`src/rtl/align_pkg.sv`:
```
// rtl/align_pkg.sv - shared widths, FSM states and frame helpers for align_arb
package align_pkg;

    localparam int PIX_W  = 16;
    localparam int ADDR_W = 20;

    typedef enum logic [0:0] {
        S_RUN     = 1'b0,
        S_WAIT_VS = 1'b1
    } state_t;

    // Pixels in one frame; evaluated at elaboration for the address checks.
    function automatic int frame_pixels(input int h, input int v);
        return h * v;
    endfunction

endpackage

```
`src/rtl/rr_pick.sv`:
```
// rtl/rr_pick.sv - combinational round-robin priority picker
module rr_pick #(
    parameter int NREQ  = 4,
    parameter int IDX_W = 2
) (
    input  logic [NREQ-1:0]  i_elig,
    input  logic [IDX_W-1:0] i_ptr,
    output logic [NREQ-1:0]  o_grant,
    output logic [IDX_W-1:0] o_idx,
    output logic             o_any
);

    // Scan from the pointer upward, wrapping, and take the first eligible index.
    always_comb begin
        int j;
        o_grant = '0;
        o_idx   = '0;
        o_any   = 1'b0;
        j       = 0;
        for (int k = 0; k < NREQ; k++) begin
            j = int'(i_ptr) + k;
            if (j >= NREQ) begin
                j = j - NREQ;
            end
            if (!o_any && i_elig[IDX_W'(j)]) begin
                o_any               = 1'b1;
                o_grant[IDX_W'(j)]  = 1'b1;
                o_idx               = IDX_W'(j);
            end
        end
    end

endmodule

```
`src/rtl/align_arb.sv`:
```
// rtl/align_arb.sv - round-robin pixel arbiter and frame sequencer (option: ALIGN_ARB_STATS_EN)
module align_arb
    import align_pkg::*;
#(
    parameter int NREQ       = 4,
    parameter int H_DISP     = 1280,
    parameter int V_DISP     = 720,
    parameter int FIFO_DEPTH = H_DISP + 64,
    parameter int HEADROOM   = 32
) (
    input  logic                          clk,
    input  logic                          rst,
    input  logic [NREQ*PIX_W-1:0]         req_data,
    input  logic [NREQ*ADDR_W-1:0]        req_addr,
    input  logic [NREQ-1:0]               req_valid,
    output logic [NREQ-1:0]               req_ready,
    input  logic [$clog2(FIFO_DEPTH):0]   fill_level,
    input  logic                          frame_vs,
    output logic [PIX_W-1:0]              out_data,
    output logic [ADDR_W-1:0]             out_addr,
    output logic                          out_valid,
    output logic [NREQ-1:0]               frame_done,
    output logic                          err_addr,
    output logic                          err_sync
`ifdef ALIGN_ARB_STATS_EN
    ,
    output logic [20:0]                   stat_pix,
    output logic [31:0]                   stat_stall
`endif
);

    localparam int IDX_W  = (NREQ > 1) ? $clog2(NREQ) : 1;
    localparam int FILL_W = $clog2(FIFO_DEPTH) + 1;
    localparam logic [ADDR_W-1:0] FRAME_PIX    = ADDR_W'(frame_pixels(H_DISP, V_DISP));
    localparam logic [ADDR_W-1:0] LAST_ADDR    = FRAME_PIX - 1'b1;
    localparam logic [FILL_W-1:0] THROTTLE_LVL = FILL_W'(FIFO_DEPTH - HEADROOM);

    state_t             r_state;
    state_t             w_state_nxt;
    logic [IDX_W-1:0]   r_ptr;
    logic [IDX_W-1:0]   w_idx;
    logic [NREQ-1:0]    r_frame_done;
    logic [NREQ-1:0]    w_elig;
    logic [NREQ-1:0]    w_grant;
    logic [NREQ-1:0]    w_done_set;
    logic [NREQ-1:0]    w_done_nxt;
    logic               w_any;
    logic               w_throttle;
    logic               w_arb_en;
    logic               w_xfer;
    logic               w_in_range;
    logic               w_fwd;
    logic               w_last;
    logic               w_vs_restart;
    logic [PIX_W-1:0]   w_data_arr [NREQ];
    logic [ADDR_W-1:0]  w_addr_arr [NREQ];
    logic [PIX_W-1:0]   w_sel_data;
    logic [ADDR_W-1:0]  w_sel_addr;
    logic               r_out_valid;
    logic [PIX_W-1:0]   r_out_data;
    logic [ADDR_W-1:0]  r_out_addr;
    logic               r_err_addr;
    logic               r_err_sync;

    genvar g;
    generate
        for (g = 0; g < NREQ; g++) begin : g_unpack
            assign w_data_arr[g] = req_data[g*PIX_W +: PIX_W];
            assign w_addr_arr[g] = req_addr[g*ADDR_W +: ADDR_W];
        end
    endgenerate

    assign w_elig = req_valid & ~r_frame_done;

    rr_pick #(
        .NREQ  (NREQ),
        .IDX_W (IDX_W)
    ) u_rr_pick (
        .i_elig  (w_elig),
        .i_ptr   (r_ptr),
        .o_grant (w_grant),
        .o_idx   (w_idx),
        .o_any   (w_any)
    );

    assign w_sel_data   = w_data_arr[w_idx];
    assign w_sel_addr   = w_addr_arr[w_idx];
    assign w_xfer       = w_arb_en && w_any;
    assign w_in_range   = (w_sel_addr < FRAME_PIX);
    assign w_fwd        = w_xfer && w_in_range;
    assign w_last       = w_fwd && (w_sel_addr == LAST_ADDR);
    assign w_done_set   = w_last ? w_grant : '0;
    assign w_done_nxt   = r_frame_done | w_done_set;
    assign w_vs_restart = (r_state == S_WAIT_VS) && frame_vs;

    assign req_ready  = w_arb_en ? w_grant : '0;
    assign out_valid  = r_out_valid;
    assign out_data   = r_out_data;
    assign out_addr   = r_out_addr;
    assign frame_done = r_frame_done;
    assign err_addr   = r_err_addr;
    assign err_sync   = r_err_sync;

    // Next state and grant enable; grants only while running, unthrottled and out of reset.
    always_comb begin
        w_state_nxt = r_state;
        w_throttle  = (fill_level >= THROTTLE_LVL);
        w_arb_en    = (r_state == S_RUN) && !w_throttle && !rst;
        case (r_state)
            S_RUN: begin
                if (&w_done_nxt) begin
                    w_state_nxt = S_WAIT_VS;
                end
            end
            S_WAIT_VS: begin
                if (frame_vs) begin
                    w_state_nxt = S_RUN;
                end
            end
        endcase
    end

    // FSM state register.
    always_ff @(posedge clk or posedge rst) begin
        if (rst) begin
            r_state <= S_RUN;
        end else begin
            r_state <= w_state_nxt;
        end
    end

    // Round-robin pointer and per-requester frame-done mask.
    always_ff @(posedge clk or posedge rst) begin
        if (rst) begin
            r_ptr        <= '0;
            r_frame_done <= '0;
        end else if (w_vs_restart) begin
            r_ptr        <= '0;
            r_frame_done <= '0;
        end else begin
            r_frame_done <= w_done_nxt;
            if (w_xfer) begin
                r_ptr <= (w_idx == IDX_W'(NREQ - 1)) ? '0 : w_idx + 1'b1;
            end
        end
    end

    // One-cycle output stage; data/addr hold when nothing is forwarded.
    always_ff @(posedge clk or posedge rst) begin
        if (rst) begin
            r_out_valid <= 1'b0;
            r_out_data  <= '0;
            r_out_addr  <= '0;
        end else begin
            r_out_valid <= w_fwd;
            if (w_fwd) begin
                r_out_data <= w_sel_data;
                r_out_addr <= w_sel_addr;
            end
        end
    end

    // Sticky error flags: out-of-frame address, and vsync arriving mid-frame.
    always_ff @(posedge clk or posedge rst) begin
        if (rst) begin
            r_err_addr <= 1'b0;
            r_err_sync <= 1'b0;
        end else begin
            if (w_xfer && !w_in_range) begin
                r_err_addr <= 1'b1;
            end
            if (frame_vs && (r_state == S_RUN)) begin
                r_err_sync <= 1'b1;
            end
        end
    end

`ifdef ALIGN_ARB_STATS_EN
    logic [20:0] r_pix_cnt;
    logic [20:0] r_stat_pix;
    logic [31:0] r_stat_stall;

    assign stat_pix   = r_stat_pix;
    assign stat_stall = r_stat_stall;

    // Per-frame forwarded-beat count, published when the next frame starts.
    always_ff @(posedge clk or posedge rst) begin
        if (rst) begin
            r_pix_cnt  <= '0;
            r_stat_pix <= '0;
        end else if (w_vs_restart) begin
            r_stat_pix <= r_pix_cnt;
            r_pix_cnt  <= '0;
        end else if (w_fwd) begin
            r_pix_cnt <= r_pix_cnt + 1'b1;
        end
    end

    // Saturating count of cycles where someone wants to send but the FIFO is too full.
    always_ff @(posedge clk or posedge rst) begin
        if (rst) begin
            r_stat_stall <= '0;
        end else if ((|w_elig) && w_throttle && (r_stat_stall != '1)) begin
            r_stat_stall <= r_stat_stall + 1'b1;
        end
    end
`endif

endmodule

```
`config.mk`:
```
export PLATFORM = sky130hd
export DESIGN_NAME = align_arb
export DESIGN_NICKNAME = d
export VERILOG_FILES = /design/src/rtl/align_pkg.sv /design/src/rtl/rr_pick.sv /design/src/rtl/align_arb.sv
export SDC_FILE = /design/constraint.sdc
export NUM_CORES = 1
export LEC_CHECK = 0
export ABC_AREA = 1
export BUFFER_PORTS_ARGS = -buffer_cell sky130_fd_sc_hd__clkbuf_2
export CELL_PAD_IN_SITES_DETAIL_PLACEMENT = 0
export CELL_PAD_IN_SITES_GLOBAL_PLACEMENT = 1
export CORE_MARGIN = 10
export CORE_UTILIZATION = 29
export DETAILED_ROUTE_END_ITERATION = 8
export HOLD_SLACK_MARGIN = 0.02
export PLACE_DENSITY = 0.82
export SLEW_MARGIN = 20
export SYNTH_ARGS = -nofsm -noshare
export SYNTH_HDL_FRONTEND = slang
export SYNTH_SLANG_ARGS = --single-unit
```
`constraint.sdc`:
```
create_clock -name clk -period 3.5 [get_ports clk]
set_clock_uncertainty 0.05 [all_clocks]
set_input_delay 0.7 -clock clk [delete_from_list [all_inputs] [get_ports clk]]
set_output_delay 0.7 -clock clk [all_outputs]
set_load 0.02 [all_outputs]
```
==> impl_metrics.toml, run 1 <==
[run_status]
outcome = "finished, final reports clean"

[synth]
postSynthCellCount = 562
netlist_area_sq_mm = 0.00369
syn_area_per_cell_sq_um = 6.57
yosysSeqAreaShare = 0.312
ys_seq_elements = 46
ys_warn_count = 0
synth_nets = 733
ys_types = 34

[power]
power_leakage_nw = 2.89
p_int_mw = 2.87
worst_ir_drop_vdd_v = 0.000497
pwr-share-comb = 0.781
total_power_mw = 6.41
p_sw_mw = 3.54
sw_frac_of_total = 0.552
clockPowerShare = 0.081
power_density_mw_per_mm2 = 1240
seq_power_share = 0.139

[route]
topRoutingLayerUsed = "met4"
wl_per_cell_um = 15.1
via_count = 4360
drc = 0
dr.pass1.iters = 5
vias_per_cell = 4.67
wl_met2_um = 6830
dr.first_iter.drc_count = 224
wl_met3_um = 981
antenna_left = 0
routed_wirelength_um = 14100
wl_met1_um = 6210

[sta]
fmax_ghz = 0.310
setup_viol = 0
slew_violations = 0
min_period_ns = 3.23
relSlewSlack = 0.430
hold_viol = 0
fin_crit_sh = 0.923
setup_ws_ns = 0.269
worst_pin_slew_ns = 0.854

[critical_path]
reg2reg_slack_ns = 0.27
cp-startpoint = "r_ptr[0]$_DFFE_PP0P_"
arrival_ns = 3.39
rr_endpoint = "out_addr[11]$_DFFE_PP0P_"
r2r-start = "r_ptr[0]$_DFFE_PP0P_"
start_kind = "flop"
crit_type = "reg -> reg"
cp.required_ns = 3.65
rr_worst_depth = 19
cp-end-kind = "flop"
critPathMaxFanout = 20

[clocking]
cts_buffers = 5
cts_hold_buf = 0
worstSkewPairLatency_ns = 0.28
tritoncts = "done"
h-tree-depth = 2
cts_buffer_depth = 2
cts_sinks = 46
clkSlewWorstSetupHoldPaths_ns = 0.07
cts_root_buf = "clkbuf_16"

[floorplanning]
initial_core_util = 0.295
die_y_um = 133
die_area_sq_mm = 0.0176
core.rowCount = 41
die_x_um = 133
pin_count = 210
core-area_sq_mm = 0.0125

[run]
drv_cap = 0

[grt]
gr-usage-all-layers = 0.151
grt_pass1_wl_um = 22300
grt_max_degree = 63
antenna_found_initial = 0
grt_pass1_vias = 4255
overflow = 0

[place]
postPlaceCellArea_sq_mm = 0.00492
place_ws_ns = 0.0449
dp_cells = 924
portBuffers = 204
gp_congestion = 0.875
hpwl_um = 11300

[final_layout]
drive_above_1_share = 0.343
fin_nets = 932
finalNonFillerCells = 934
final_cell_area_sq_mm = 0.00515
diodes = 0
area_growth_pct = 39.7

[hold_path]
hold_end = "err_sync$_DFFE_PP0P_"
hp-class = "reg -> reg"
hp-start = "err_sync$_DFFE_PP0P_"
hold_path_depth = 1
[synth_stat cells]
master,number,area (sq um)
nand3_4,1,17.5
buf_2,13,65.1
ha_1,8,100
nor2_1,45,169
a2111oi_0,1,8.76
xnor2_1,1,8.76
nor3_1,3,15.0
o22ai_1,2,12.5
o21ai_0,36,180
nand3_1,56,280
clkbuf_1,8,30.0
inv_2,6,22.5
nand2_1,157,589
o21bai_1,8,60.1
buf_1,5,18.8
nand2_4,1,11.3
buf_4,3,22.5
a21oi_1,16,80.1
a21oi_2,1,8.76
nand2_2,5,31.3
nand4_1,26,163
nor2_2,2,12.5
or2_2,1,6.26
a211oi_1,1,7.51
o21ai_1,2,10.0
a31oi_1,19,119
a21o_1,1,7.51
a32o_1,10,100
dfrtp_1,46,1150
buf_6,4,45.0
a221oi_1,2,17.5
inv_1,64,240
a311oi_1,1,8.76
nand3_2,7,70.1
[power by group through the flow]
stage	Clock, mW	Sequential [mW]	Combinational [mW]
3_5_place_dp	0	0.897	4.84
4_1_cts	0.537	0.892	4.84
5_1_grt	0.548	0.921	5.63
3_3_place_gp	0	0.891	4.82
6_report	0.518	0.888	5.01
2_1_floorplan	0	1.17	3.26
[worst max-delay path: stages (launching register included)]
cell and delay (ns):
dfrtp_1 0.39, inv_2 0.06, ha_2 0.31, inv_2 0.11, nand3_2 0.10, nand2_2 0.10
nand3_1 0.13, nand2_1 0.11, nand2_2 0.08, nand3_4 0.14, buf_6 0.17, nand2_1 0.06
nand3_1 0.09, nand2_1 0.07, nor2_2 0.15, nand3_1 0.16, a21oi_4 0.34, buf_4 0.30
nor2_1 0.07, a31oi_1 0.14
[sequential cells by signal (all words and copies together) (netlist names)]
signal,cells
err_addr,1
out_valid,1
r_ptr,2
out_addr,20
err_sync,1
frame_done,4
r_state,1
out_data,16
[cell type report]
type                    instances  area [sq um]
inverters                      70           269
well taps                     172           215
multi-input cells             413          2110
flip-flops and latches         46          1150
clock buffers                   7           153
repair buffers                225          1240
clock inverters                 1          8.76
fillers                      1390          7360
[routing by layer]
metal / global-route usage / vias up
met5: 0 / -
met4: 0.0306 / 0
met3: 0.0458 / 10
met2: 0.250 / 145
met1: 0.189 / 1939
li1: - / 2266
[repair_timing]
item | 4_1_cts | 5_1_grt
buffers inserted | 0 | 1
gates resized for setup | 0 | 13
hold endpoints to repair | 0 | 0
endpoints found under the setup margin | 0 | 40
[worst max path at each step]
stage / end / slack, ns / cells past startpoint
finish: out_addr[11]$_DFFE_PP0P_ / 0.27 / 19
global route: out_addr[11]$_DFFE_PP0P_ / -0.004 / 19
detailed placement: out_addr[4]$_DFFE_PP0P_ / 0.04 / 18
floorplan: r_state$_DFF_PP0_ / 0.45 / 23
CTS: out_data[15]$_DFFE_PP0P_ / 0.08 / 19
global placement: out_data[0]$_DFFE_PP0P_ / 0.08 / 18
[layout by cell type, fill, tap and decap left out, drive strengths merged]
master,count
a311oi,1
a211oi,1
o22ai,2
clkbuf,212
nor3,3
dfrtp,46
a2111oi,1
o21ai,38
a221oi,2
ha,8
nand3,64
clkinv,2
a21oi,17
buf,20
nand2,163
xnor2,1
or2,1
a32o,10
o21bai,8
inv,69
a21o,1
a31oi,19
nor2,47
nand4,26
[stage by stage]
stage,util,hold WS [ns],setup TNS [ns]
after floorplan,-,0.472,0
after detailed placement,0.393,0.402,0
after global routing,0.412,0.445,-0.00413
after CTS,0.406,0.418,0
final,0.412,0.412,0
after global placement,0.393,0.398,0
[logic make-up (layout without fill, tap and decap cells)]
family	count (synthesis)	after routing	synth area share
xor gates and xnor gates	1	1	0.00237
and+or+nand+nor	304	304	0.370
adders and majority gates	8	8	0.0271
DFF	46	46	0.312
AOI/OAI and AO/OA	100	100	0.168
buffers and inverters	103	303	0.120
Power figures use the tool's default switching activity.
==> run 2: changes to the inputs <==
--- a/config.mk
+++ b/config.mk
@@ -10,10 +10,10 @@
 export CELL_PAD_IN_SITES_DETAIL_PLACEMENT = 0
 export CELL_PAD_IN_SITES_GLOBAL_PLACEMENT = 1
 export CORE_MARGIN = 10
-export CORE_UTILIZATION = 29
+export CORE_UTILIZATION = 32
 export DETAILED_ROUTE_END_ITERATION = 8
 export HOLD_SLACK_MARGIN = 0.02
-export PLACE_DENSITY = 0.82
+export PLACE_DENSITY = 0.89
 export SLEW_MARGIN = 20
 export SYNTH_ARGS = -nofsm -noshare
 export SYNTH_HDL_FRONTEND = slang
==> constraint.sdc (replaced) <==
create_clock -name clk -period 3.8 [get_ports clk]
set_clock_uncertainty 0.05 [all_clocks]
set_input_delay 0.76 -clock clk [delete_from_list [all_inputs] [get_ports clk]]
set_output_delay 0.76 -clock clk [all_outputs]
set_load 0.02 [all_outputs]
==> impl_metrics.toml, run 2 (synthesis gave the netlist of run 1 again) <==
[run_status]
outcome = "finished, final reports clean"

[place]
dp_cells = 892
postPlaceCellArea_sq_mm = 0.00485
gp_congestion = 0.853
hpwl_um = 11100
portBuffers = 204

[power]
p_int_mw = 2.41
sw_frac_of_total = 0.566
p_sw_mw = 3.15
power_density_mw_per_mm2 = 1110
clockPowerShare = 0.078
worst_ir_drop_vdd_v = 0.000468
power_leakage_nw = 2.85
seq_power_share = 0.150
pwr-share-comb = 0.772

[route]
dr.first_iter.drc_count = 226
routed_wirelength_um = 13500
antenna_left = 0
wl_per_cell_um = 15.0
dr.pass1.iters = 4
vias_per_cell = 4.87
drc = 0
via_count = 4397

[clocking]
cts_buffers = 5
cts_resized = 0
cts_root_buf = "clkbuf_16"
cts_buffer_depth = 2
tritoncts = "done"
h-tree-depth = 2
cts_sinks = 46
worstSkewPairLatency_ns = 0.28
clkSlewWorstSetupHoldPaths_ns = 0.07

[critical_path]
r2r-start = "r_ptr[0]$_DFFE_PP0P_"
critPathMaxFanout = 40
arrival_ns = 3.49
start_kind = "flop"
rr_worst_depth = 19
cp-end-kind = "flop"
cp.required_ns = 3.90
rr_endpoint = "out_data[0]$_DFFE_PP0P_"
crit_type = "reg -> reg"
reg2reg_slack_ns = 0.41

[sta]
fmax_ghz = 0.295
fin_crit_sh = 0.892
setup_viol = 0
worst_pin_slew_ns = 0.818
relSlewSlack = 0.455
rsz0062_at_grt = "no"
totalNegativeSetupSlack_ns = 0
min_period_ns = 3.39
hold_viol = 0
slew_violations = 0

[grt]
antenna_found_initial = 0
grt_pass1_wl_um = 21600
grt_max_degree = 47
grt_pass1_vias = 4474
gr-usage-all-layers = 0.157
overflow = 0

[final_layout]
area_growth_pct = 35.7
finalNonFillerCells = 902
fin_nets = 929
final_common_cell = "clkbuf_2"
drive_above_1_share = 0.335
mostFrequentLayoutCells = "clkbuf_2 (204), nand2_1 (157), inv_1 (63)"
diodes = 0
final_cell_area_sq_mm = 0.00501
largest_register_ffs = 20

[run]
drv_cap = 0

[floorplanning]
pin_count = 210
die_x_um = 127
core.rowCount = 39
die_area_sq_mm = 0.0162
die_y_um = 127
initial_core_util = 0.325
core-area_sq_mm = 0.0114

[hold_path]
hp-class = "reg -> reg"
hold_end = "err_sync$_DFFE_PP0P_"
hp-start = "err_sync$_DFFE_PP0P_"
hold_path_depth = 1
## run 2: stage by stage
stage                     setup WS (ns)  utilization  hold slack [ns]  total power, mW
after floorplan                   0.755            -            0.472             4.08
after global placement            0.300        0.426            0.416             5.07
after detailed placement          0.220        0.426            0.419             5.15
after CTS                         0.345        0.439            0.434             5.60
after global routing             0.0441        0.440            0.451             6.15
final                             0.412        0.440            0.423             5.56
## run 2: layout make-up
class / count / area (sq um)
clock buffers: 6 / 129
clock inverters: 2 / 13.8
fillers: 1199 / 6360
inverters: 70 / 264
multi-input cells: 413 / 2100
flip-flops and latches: 46 / 1150
well taps: 143 / 179
repair buffers: 222 / 1170
## run 2: worst max-delay path by stage
stage,slack (ns),start,endpoint,cells after the start
finish,0.41,r_ptr[0]$_DFFE_PP0P_,out_data[0]$_DFFE_PP0P_,19
global route,0.04,r_ptr[0]$_DFFE_PP0P_,out_addr[6]$_DFFE_PP0P_,19
CTS,0.34,r_ptr[0]$_DFFE_PP0P_,out_data[14]$_DFFE_PP0P_,21
detailed placement,0.22,req_valid[3],out_addr[8]$_DFFE_PP0P_,20
global placement,0.30,req_valid[3],out_addr[1]$_DFFE_PP0P_,18
floorplan,0.75,r_ptr[0]$_DFFE_PP0P_,r_state$_DFF_PP0_,23
## run 2: worst max-delay path: stages (launching register included)
cell,delay (ns)
dfrtp_1,0.36
inv_2,0.04
ha_1,0.39
inv_1,0.17
nand3_2,0.12
nand2_2,0.10
nand4_1,0.17
inv_2,0.12
nand2_2,0.08
nand2_4,0.14
inv_2,0.18
nand3_1,0.15
nand2_1,0.07
nor2_2,0.15
nand3_1,0.16
a21oi_4,0.31
inv_1,0.07
buf_4,0.24
nand2_1,0.09
o21ai_0,0.08
## run 2: power groups by stage
stage          clock (mW)  combinational, mW  sequential, mW
3_5_place_dp            0               4.31           0.845
5_1_grt             0.460               4.83           0.862
3_3_place_gp            0               4.23           0.841
4_1_cts             0.445               4.31           0.839
6_report            0.431               4.29           0.836
2_1_floorplan           0               3.00            1.08
## run 2: timing repair
action,CTS,global route
hold endpoints to repair,0,0
setup endpoints to repair,0,3
setup buffers,0,2
hold buffers,0,0
## run 2: layer usage
layer	up-vias	wire length [um]	GRT usage	share of wire
met5	-	0	0	0
met4	0	153	0.0388	0.011
met3	16	1150	0.0471	0.085
met2	159	6720	0.280	0.50
met1	1964	5510	0.179	0.41
li1	2258	-	-	-
